$ cat src/rtl/cpu4_pkg.sv
// Shared definitions for the 4-bit load sequencer: widths, opcode values,
// instruction field positions and the sequencer state encoding.
package cpu4_pkg;

  // Data / register width and PC / data-memory address width.
  localparam int CPU_DW = 4;
  localparam int CPU_AW = 4;

  // Instruction word layout: opcode[7:5], rd[4], operand[3:0].
  localparam int OPC_MSB  = 7;
  localparam int OPC_LSB  = 5;
  localparam int RD_BIT   = 4;
  localparam int OPND_MSB = 3;
  localparam int OPND_LSB = 0;

  // Opcode values; 101 and 110 are unassigned and behave as NOP.
  localparam logic [2:0] OP_NOP   = 3'b000;
  localparam logic [2:0] OP_LDI   = 3'b001;
  localparam logic [2:0] OP_LD    = 3'b010;
  localparam logic [2:0] OP_LDIND = 3'b011;
  localparam logic [2:0] OP_JMP   = 3'b100;
  localparam logic [2:0] OP_HALT  = 3'b111;

  // Sequencer states. S_RD2 is only reachable when indirect loads are built.
  typedef enum logic [2:0] {
    S_FETCH  = 3'd0,
    S_DECODE = 3'd1,
    S_RD1    = 3'd2,
    S_RD2    = 3'd3,
    S_WB     = 3'd4,
    S_HALT   = 3'd5
  } state_t;

endpackage

$ cat src/rtl/rf_load_decode.sv
// Combinational opcode decode for rf_load_sequencer: picks the state that
// follows DECODE and RD1, flags jumps, and selects the write-data source.
// Build option: LD_INDIRECT_EN enables the two-read indirect load (LDIND);
// without it opcode 011 decodes as NOP.
module rf_load_decode
  import cpu4_pkg::*;
(
  input  logic [2:0] opcode_i,
  output state_t     decode_next_o,  // state entered after DECODE
  output state_t     rd1_next_o,     // state entered after RD1
  output logic       is_jmp_o,       // DECODE loads pc from the operand
  output logic       din_imm_o       // write data comes from the operand
);

  // Opcode to control lookup; anything unlisted returns to FETCH as a NOP.
  always_comb begin
    decode_next_o = S_FETCH;
    rd1_next_o    = S_WB;
    is_jmp_o      = 1'b0;
    din_imm_o     = 1'b0;
    case (opcode_i)
      OP_LDI: begin
        decode_next_o = S_WB;
        din_imm_o     = 1'b1;
      end
      OP_LD: begin
        decode_next_o = S_RD1;
      end
`ifdef LD_INDIRECT_EN
      OP_LDIND: begin
        decode_next_o = S_RD1;
        rd1_next_o    = S_RD2;
      end
`endif
      OP_JMP: begin
        is_jmp_o = 1'b1;
      end
      OP_HALT: begin
        decode_next_o = S_HALT;
      end
      default: begin
      end
    endcase
  end

endmodule

$ cat src/rtl/rf_load_sequencer.sv
// Multi-cycle load sequencer feeding the two 4-bit register-file registers.
// Fetches from an async instruction ROM, reads data memory (1-cycle latency),
// and issues a one-hot write select with its data for exactly one cycle.
// Build option: LD_INDIRECT_EN adds LDIND (Rd <= M[M[operand]]) via state RD2.
// Handshake: there is no backpressure. dmem_re is a single-cycle read strobe
// and dmem_rdata must be valid on the cycle following it; rf_sel is a
// single-cycle write strobe that the registers act on at the next clk edge.
module rf_load_sequencer
  import cpu4_pkg::*;
#(
  parameter int DW = CPU_DW,
  parameter int AW = CPU_AW
) (
  input  logic          clk,
  input  logic          reset,
  input  logic [7:0]    instr,
  output logic [AW-1:0] pc,
  output logic [AW-1:0] dmem_addr,
  output logic          dmem_re,
  input  logic [DW-1:0] dmem_rdata,
  output logic [DW-1:0] rf_din,
  output logic [1:0]    rf_sel,
  output logic          halted
);

  state_t        state_q, state_d;
  logic [AW-1:0] pc_q, pc_d;
  logic [7:0]    ir_q, ir_d;

  logic [2:0]    ir_opc;
  logic          ir_rd;
  logic [3:0]    ir_opnd;

  state_t        decode_next;
  state_t        rd1_next;
  logic          is_jmp;
  logic          din_imm;

  logic          re_c;
  logic [AW-1:0] addr_c;
  logic [1:0]    sel_c;
  logic [DW-1:0] din_c;
  logic          halted_c;

  assign ir_opc  = ir_q[OPC_MSB:OPC_LSB];
  assign ir_rd   = ir_q[RD_BIT];
  assign ir_opnd = ir_q[OPND_MSB:OPND_LSB];

  rf_load_decode u_decode (
    .opcode_i      (ir_opc),
    .decode_next_o (decode_next),
    .rd1_next_o    (rd1_next),
    .is_jmp_o      (is_jmp),
    .din_imm_o     (din_imm)
  );

  // State, PC and IR registers; reset drops any instruction in flight.
  always_ff @(posedge clk) begin
    if (reset) begin
      state_q <= S_FETCH;
      pc_q    <= '0;
      ir_q    <= '0;
    end else begin
      state_q <= state_d;
      pc_q    <= pc_d;
      ir_q    <= ir_d;
    end
  end

  // Next-state logic and raw (ungated) outputs decoded from state and IR.
  always_comb begin
    state_d  = state_q;
    pc_d     = pc_q;
    ir_d     = ir_q;
    re_c     = 1'b0;
    addr_c   = '0;
    sel_c    = 2'b00;
    din_c    = '0;
    halted_c = 1'b0;
    case (state_q)
      S_FETCH: begin
        ir_d    = instr;
        pc_d    = pc_q + AW'(1);  // wraps 0xF -> 0x0
        state_d = S_DECODE;
      end
      S_DECODE: begin
        state_d = decode_next;
        if (is_jmp) begin
          pc_d = AW'(ir_opnd);
        end
      end
      S_RD1: begin
        re_c    = 1'b1;
        addr_c  = AW'(ir_opnd);
        state_d = rd1_next;
      end
`ifdef LD_INDIRECT_EN
      S_RD2: begin
        // The pointer fetched in RD1 is on dmem_rdata this cycle.
        re_c    = 1'b1;
        addr_c  = AW'(dmem_rdata);
        state_d = S_WB;
      end
`endif
      S_WB: begin
        sel_c   = ir_rd ? 2'b10 : 2'b01;
        din_c   = din_imm ? DW'(ir_opnd) : dmem_rdata;
        state_d = S_FETCH;
      end
      S_HALT: begin
        halted_c = 1'b1;
      end
      default: begin
        state_d = S_FETCH;
      end
    endcase
  end

  // Strobes are masked during reset so no register or memory acts that cycle.
  assign pc        = pc_q;
  assign dmem_addr = addr_c;
  assign dmem_re   = re_c & ~reset;
  assign rf_sel    = sel_c & {2{~reset}};
  assign rf_din    = (rf_sel != 2'b00) ? din_c : '0;
  assign halted    = halted_c;

endmodule

$ cat config.mk
export PLATFORM = sky130hd
export DESIGN_NAME = rf_load_sequencer
export DESIGN_NICKNAME = d
export VERILOG_FILES = /design/src/rtl/cpu4_pkg.sv /design/src/rtl/rf_load_decode.sv /design/src/rtl/rf_load_sequencer.sv
export SDC_FILE = /design/constraint.sdc
export NUM_CORES = 1
export LEC_CHECK = 0
export CORE_MARGIN = 2
export CORE_UTILIZATION = 44
export DETAILED_ROUTE_END_ITERATION = 12
export PLACE_DENSITY = 0.78
export SLEW_MARGIN = 20
export SYNTH_ARGS = -nofsm -noshare
export SYNTH_HDL_FRONTEND = slang
export SYNTH_SLANG_ARGS = --single-unit
$ cat constraint.sdc
create_clock -name clk -period 1.8 [get_ports clk]
set_input_delay 0.36 -clock clk [delete_from_list [all_inputs] [get_ports clk]]
set_output_delay 0.36 -clock clk [all_outputs]
set_load 0.01 [all_outputs]
# == Yosys cells after proc, flatten, opt, wreduce, memory -nomap -nowiden ==
# Cells that the tools add are included.
# word_totals
ff_bits,15
latch_bits,0
ramBits,0
romBits,0
input_bits,14
out_inout_bits,16
mem_count,0
# classes
add_sub_neg,1
n_mul,0
div_mod_pow,0
n_lt_le_gt_ge,0
n_eq_ne,9
n_shift,0
muxes,14
bitwise,3
n_reduce_logical,4
# ops
op,n
4-bit two-way mux,5
3-bit == test (second input constant),4
3-bit one-hot mux with 4 select lines,1
3-bit one-hot mux with 3 select lines,1
4-bit one-hot mux with 2 select lines,1
3-bit by 1-bit == test with 1-bit output (second input constant),2
3-bit by 2-bit == test with 1-bit output (second input constant),2
4-bit by 1-bit adder with 4-bit output (second input constant),1
1-bit two-way mux,4
2-bit two-way mux,2
2-bit nonzero test,2
3-bit zero test,1
2-bit AND,1
2-bit != test (second input constant),1
2-bit AND reduction,1
1-bit AND,1
1-bit inverter,1

# == Depth between registers and ports, before layout ==
# Gate-level depths: netlist (run 1).
# depth
word_depth,5
mapped_depth,5

# == By module ==
# From an unflattened synthesis (run 1), not the netlist that was laid out.
# unflattened
hier_cells,118
area_unflattened_um2,940.9
# by_module_without_submodules
mod,n_inst,cells_each,area_each_um2
rf_load_sequencer,1,107,865.8
rf_load_decode,1,11,75.1

# == Least setup slack after synthesis (run 1) ==
# No wires, ideal clock.
# synth_timing
path_kind,register to output
from,reg state_q[0]
to,out rf_din[0]
arrival_time_ps,1210
required_ps,1440
setup_slack_ps,230
path_stages_with_launch,6
cell_sequence,dfxtp_1 -> clkbuf_1 -> nand2b_1 -> or3_1 -> clkbuf_1 -> nor2_1
# synth_via
elab_chain_len,5
word_cells_on_any_way,6
# synth_lines
item,line_no,source
start: declaration,rf_load_sequencer.sv:26,"state_t state_q, state_d;"
start signal: assignment,rf_load_sequencer.sv:64,state_q <= state_d;
3-bit == test *,rf_load_sequencer.sv:80,case (state_q)
2-bit two-way mux,rf_load_sequencer.sv:80,
2-bit AND,rf_load_sequencer.sv:123,assign rf_sel = sel_c & {2{~reset}};
2-bit nonzero test,rf_load_sequencer.sv:124,assign rf_din = (rf_sel != 2'b00) ? din_c : '0;
4-bit two-way mux *,rf_load_sequencer.sv:124,
end: declaration,rf_load_sequencer.sv:21,"output logic [DW-1:0] rf_din,"
# Every way passes the cells marked *; elsewhere a longest branch is shown, timed or not.

# == Worst setup path after layout (run 1) ==
# layout_timing
from,reg state_q[0]
to,out rf_sel[0]
# layout_via
elab_chain_len,3
# layout_lines
item,line_no,source
3-bit == test,rf_load_sequencer.sv:80,
2-bit two-way mux,rf_load_sequencer.sv:80,
2-bit AND,rf_load_sequencer.sv:123,
end: declaration,rf_load_sequencer.sv:22,"output logic [1:0] rf_sel,"
# Every way passes these cells.

==> flow_summary_export.csv, run 1 <==
group,metric,value,unit
die,core_area,1942,sq um
clock_network,cts_root_buf,"clkbuf_4",
grt,grt_max_degree,16,
sta,fmax,555.9,MHz
pwr,totalPowerFinal,0.0008516,W
yosys,ys_top_cells_by_area,"dfxtp_1 34%, nand2_1 8.0%, a21oi_1 6.7%",
sta,worst_pin_slew,0.5357,ns
critical_path,critPathMaxStageDelay,0.43,ns
sta,slew_viol_final,0,
drt,drt-total-wl,2.347,mm
job,drv_cap,0,
yosys,synth_top_area_share,0.3361,
pwr,vdd_drop_max,0.5001,mV
drt,drt-vias-per-instance,5.253,
placement,dp_cells,169,
critical_path,worst_path_max_delay_cell,"or3_4",
finish,nNetsFinal,163,
yosys,synth-edff-count,0,
grt,grt_pass1_wl,3.843,mm
sta,rsz0062_at_grt,"true",
yosys,ys_top_cells_by_count,"19 x nand2_1, 15 x dfxtp_1, 12 x a21oi_1",
pwr,p_leak,0.5585,nW
yosys,synth_top_area_cell,"dfxtp_1",
sta,slew_headroom,0.6410,
drt,final_antenna_net_count,0,
sta,hold_violations,0,
yosys,synthArstFlopShare,0,
yosys,syn_nets,126,
clock_network,clockBufferDepth,2,
status,outcome,"complete, no violations",
clock_network,clk_pin_slew,0.09,ns
yosys,ys.flop_type,"dfxtp_1",
placement,gp_congestion,0.8510,
yosys,synth_cell_types,36,
critical_path,arrival,1.44,ns
sta,setup-violations-final,0,
drt,drc_errors,0,
yosys,yosysMostFrequentCell,"nand2_1",
clock_network,numCtsBuffers,3,
die,pin_count,30,
die,num_rows,16,
clock_network,cts.sinks,15,
grt,gr-total-overflow,0,
die,start_util,0.4601,
worst_hold_path,hp-class,"reg -> reg",
critical_path,cp-start-kind,"flip-flop",
placement,portBuffers,29,
critical_path,critPathMaxFanout,6,
critical_path,crit_chain,"nand2b_4 -> or3_4 -> nor2_1 -> buf_2",
drt,drt_first_pass_iters,4,
yosys,syn_inst,111,
yosys,synth_seq_area_share,0.3361,
yosys,synth.ff_latch_count,15,
sta,timing.hold.ws,0.4815,ns
pwr,power_density,664.6,nW/um^2
placement,dpl.hpwl,1.680,mm
drt,vias,914,
die,fp.dieArea,2407,sq um
die,die_y,49.06,um
drt,drt_iter0_drc,20,
yosys,syn_area,893.4,sq um
grt,grt_pass1_vias,867,
placement,place_worst_setup_slack,-0.4752,ns
critical_path,required,1.44,ns
sta,period_needed,1.799,ns
finish,antenna_cells,0,
sta,finalCritPeriodShare,0.9994,
clock_network,cts_tree,"built",
die,die_width,49.06,um
critical_path,end_kind,"output port",
critical_path,crit_type,"reg -> out",
yosys,yosysWarnings,0,
sta,clock_skew,0.001903,ns
finish,area_growth,43.42,%
yosys,synth_area_per_cell,8.048,sq um
sta,fin_ws,0.001030,ns
grt,track_usage,0.2031,
clock_network,htreeDepth,1,
finish,drive_above_1_share,0.2653,
drt,wl_per_cell,13.49,um
grt,antenna_found_initial,0,
finish,final.fill_count,183,
finish,instances_no_fill,174,
clock_network,clk_latency,0.28,ns
==> final cells by class <==
class	instances	area (sq um)	area share
multi-input combinational	85	556.8	0.4346
timing repair buffer	41	350.3	0.2734
sequential	15	306.5	0.2393
tap	27	33.78	0.02637
clock buffer	4	26.28	0.02051
inverter	2	7.507	0.005859
==> registers in the layout, summed over array words and instances (netlist names) <==
name,cells
ir_q,8
pc,4
state_q,3
==> report_power, final <==
part | internal (W) | switching (W) | leakage [nW]
logic | 0.000137 | 0.000116 | 0.418
clock network | 0.0000860 | 0.000110 | 0.0150
registers | 0.000364 | 0.0000376 | 0.125
==> per-layer routing <==
metal,global-route usage,wire [um],vias up
met3,0.04601,146,4
met2,0.3311,1121,38
met1,0.2543,1067,411
li1,-,-,461
met5,0,0,-
met4,0.09048,12,0
==> final timing paths <==
path | start | to | slack (ns) | cells past startpoint
max | state_q[0]$_SDFFE_PP0N_ | rf_sel[0] | 0.001 | 4
min | ir_q[4]$_SDFFE_PP0P_ | ir_q[4]$_SDFFE_PP0P_ | 0.48 | 2
max reg2reg | pc[0]$_SDFFE_PP0P_ | pc[2]$_SDFFE_PP0P_ | 0.32 | 4
min reg2reg | ir_q[4]$_SDFFE_PP0P_ | ir_q[4]$_SDFFE_PP0P_ | 0.48 | 2
==> timing repair <==
item / CTS / global route
endpoints found under the hold margin: 0 / 0
pin swaps: 2 / 5
setup endpoints to repair: 12 / 11
hold buffers: 0 / 0
setup buffers: 1 / 0
resized for setup: 32 / 14
==> critical path, delay by kind of cell (launching register included) <==
kind / cells / cell delay (ns)
buffers and inverters: 1 / 0.13
flip-flops: 1 / 0.35
AND/OR/NAND/NOR: 3 / 0.68
==> logic make-up (layout without fill, tap and decap cells) <==
family,after synthesis,count (layout),share of synthesized area
flops,15,15,0.3361
fa+ha+maj,1,1,0.01400
buf+inv,11,47,0.06863
xor+xnor,1,1,0.009806
simple gates,55,55,0.3473
mux,6,6,0.06723
compound gates,22,22,0.1569
==> cells in the final DEF (no fill, tap or decap), types with 2 or more instances in the layout <==
master and count:
nand2_1 19, clkdlybuf4s50_1 16, a21oi_1 12, dfxtp_1 12
buf_4 10, nor2_1 7, mux2i_1 6, buf_2 6
and2_1 5, dlygate4sd2_1 4, nor2_2 3, or3_1 3
clkbuf_4 3, nor3b_2 2, inv_1 2, or2_2 2
o21ai_0 2, nand4_1 2, a31oi_1 2, buf_6 2
dfxtp_2 2
==> through the flow <==
step / TNS (ns) / instance area, sq um / util
after floorplan: 0 / 893.4 / -
after global placement: -3.138 / 1246 / 0.6418
after detailed placement: -3.118 / 1246 / 0.6418
after CTS: -0.2535 / 1262 / 0.6501
after global routing: -0.3372 / 1281 / 0.6598
final: 0 / 1281 / 0.6598
(Power assumes the default switching activity.)
==> run 2: changes to the inputs <==
Settings changed: CAP_MARGIN set to 5, SKIP_LAST_GASP set to 1.
==> flow_summary_export.csv, run 2 (same netlist as run 1, synthesis figures left out) <==
group,metric,value,unit
placement,gp_congestion,0.8510,
critical_path,arrival,1.45,ns
placement,dpl.hpwl,1.680,mm
worst_hold_path,hold-path-endpoint,"ir_q[4]$_SDFFE_PP0P_",
clock_network,htreeDepth,1,
sta,rsz0062_at_grt,"true",
finish,final_common_cell,"nand2_1",
worst_hold_path,min_from,"ir_q[4]$_SDFFE_PP0P_",
sta,fmax,552.0,MHz
finish,regMostFlops,"ir_q",
drt,final_antenna_net_count,0,
finish,drive_above_1_share,0.2585,
finish,final_cell_mix,"19 x nand2_1, 16 x clkdlybuf4s50_1, 12 x a21oi_1, 12 x dfxtp_1, 10 x buf_4",
die,num_rows,16,
die,start_util,0.4601,
placement,place_area,1246,sq um
critical_path,cp-start-kind,"flip-flop",
sta,slew_headroom,0.6371,
finish,final_util,0.6585,
grt,grt_max_degree,16,
critical_path,r2r_slack,0.31,ns
finish,antenna_cells,0,
finish,area_growth,43.14,%
sta,finalCritPeriodShare,1.006,
job,drv_cap,0,
grt,grt_pass1_vias,867,
clock_network,numCtsBuffers,3,
status,violations,"setup timing",
die,fp.dieArea,2407,sq um
finish,largest_reg_flops,8,
drt,wl_per_cell,13.47,um
clock_network,cts_root_buf,"clkbuf_4",
grt,gr-total-overflow,0,
sta,hold_violations,0,
worst_hold_path,hp-class,"reg -> reg",
clock_network,cts.sinks,15,
sta,fin_ws,-0.01150,ns
critical_path,crit_type,"reg -> out",
sta,setup-violations-final,1,
drt,drt-vias-per-instance,5.299,
placement,dp_cells,169,
grt,grt_pass1_wl,3.843,mm
sta,worst_pin_slew,0.5415,ns
finish,final.fill_count,184,
status,outcome,"finished with violations",
pwr,p_leak,0.5572,nW
drt,drt_iter0_drc,20,
clock_network,clk_pin_slew,0.10,ns
die,die_width,49.06,um
sta,slew_viol_final,0,
pwr,power_density,667.0,nW/um^2
finish,multi_input_area,554.3,sq um
critical_path,regToRegStartpoint,"pc[0]$_SDFFE_PP0P_",
finish,instances_no_fill,174,
critical_path,required,1.44,ns
finish,nNetsFinal,163,
sta,clock_skew,0.005838,ns
critical_path,end_kind,"output port",
drt,vias,922,
critical_path,rr_worst_depth,4,
critical_path,r2r_end,"pc[2]$_SDFFE_PP0P_",
clock_network,cts_tree,"built",
critical_path,critPathMaxFanout,6,
grt,antenna_found_initial,0,
grt,track_usage,0.2031,
worst_hold_path,min_path_cells,2,
clock_network,clockBufferDepth,2,
die,pin_count,30,
drt,drt_first_pass_iters,4,
drt,drc_errors,0,
die,die_y,49.06,um
sta,period_needed,1.811,ns
placement,portBuffers,29,
pwr,totalPowerFinal,0.0008529,W
die,core_area,1942,sq um
finish,postLayoutCellArea,1279,sq um
clock_network,clk_latency,0.28,ns
drt,drt-total-wl,2.343,mm
finish,regArea,306.5,sq um
pwr,vdd_drop_max,0.4987,mV
## run 2: final cells by class
cell class,instances,area share
Timing Repair Buffer,41,0.2740
Clock buffer,4,0.02055
Sequential cell,15,0.2397
Inverter,2,0.005871
Tap cell,27,0.02642
Multi-Input combinational cell,85,0.4335
## run 2: metal layers
| layer | track usage | up-vias | part of all wire |
|---|---|---|---|
| li1 | - | 462 | - |
| met4 | 0.09048 | 0 | 0.0051 |
| met1 | 0.2543 | 418 | 0.45 |
| met3 | 0.04601 | 4 | 0.059 |
| met5 | 0 | - | 0 |
| met2 | 0.3311 | 38 | 0.48 |
## run 2: where the power goes
group          switching (W)  total [W]  internal, W
logic               0.000116   0.000253     0.000137
registers          0.0000376   0.000402     0.000364
clock network       0.000112   0.000198    0.0000860
## run 2: how the worst max path moves through the flow
stage                                       start   endpoint  cells after the start
after floorplan           state_q[0]$_SDFFE_PP0N_  rf_din[0]                      5
after global placement                      reset  rf_din[2]                      4
after detailed placement                    reset  rf_din[3]                      4
after CTS                 state_q[0]$_SDFFE_PP0N_  rf_din[3]                      4
after global routing      state_q[0]$_SDFFE_PP0N_  rf_din[3]                      4
final                     state_q[0]$_SDFFE_PP0N_  rf_din[3]                      4
## run 2: critical path: stages, from the launching register on
cell and delay [ns]:
dfxtp_2 0.35, nand2b_4 0.14, or3_4 0.43, nor2_1 0.12, clkbuf_2 0.14
## run 2: per-stage QoR
step,hold slack (ns),setup slack (ns),setup TNS (ns)
final,0.4827,-0.01150,-0.01150
after global placement,0.4702,-0.4718,-3.138
after floorplan,0.4289,0.2299,0
after CTS,0.4874,-0.1405,-0.2740
after global routing,0.5163,-0.06950,-0.3399
after detailed placement,0.4752,-0.4752,-3.118
## run 2: what timing repair did
| action | in CTS | in global routing |
|---|---|---|
| pin swaps | 2 | 4 |
| setup buffers | 1 | 0 |
| setup endpoints to repair | 12 | 11 |
| hold buffers | 0 | 0 |
| gates resized for setup | 31 | 13 |
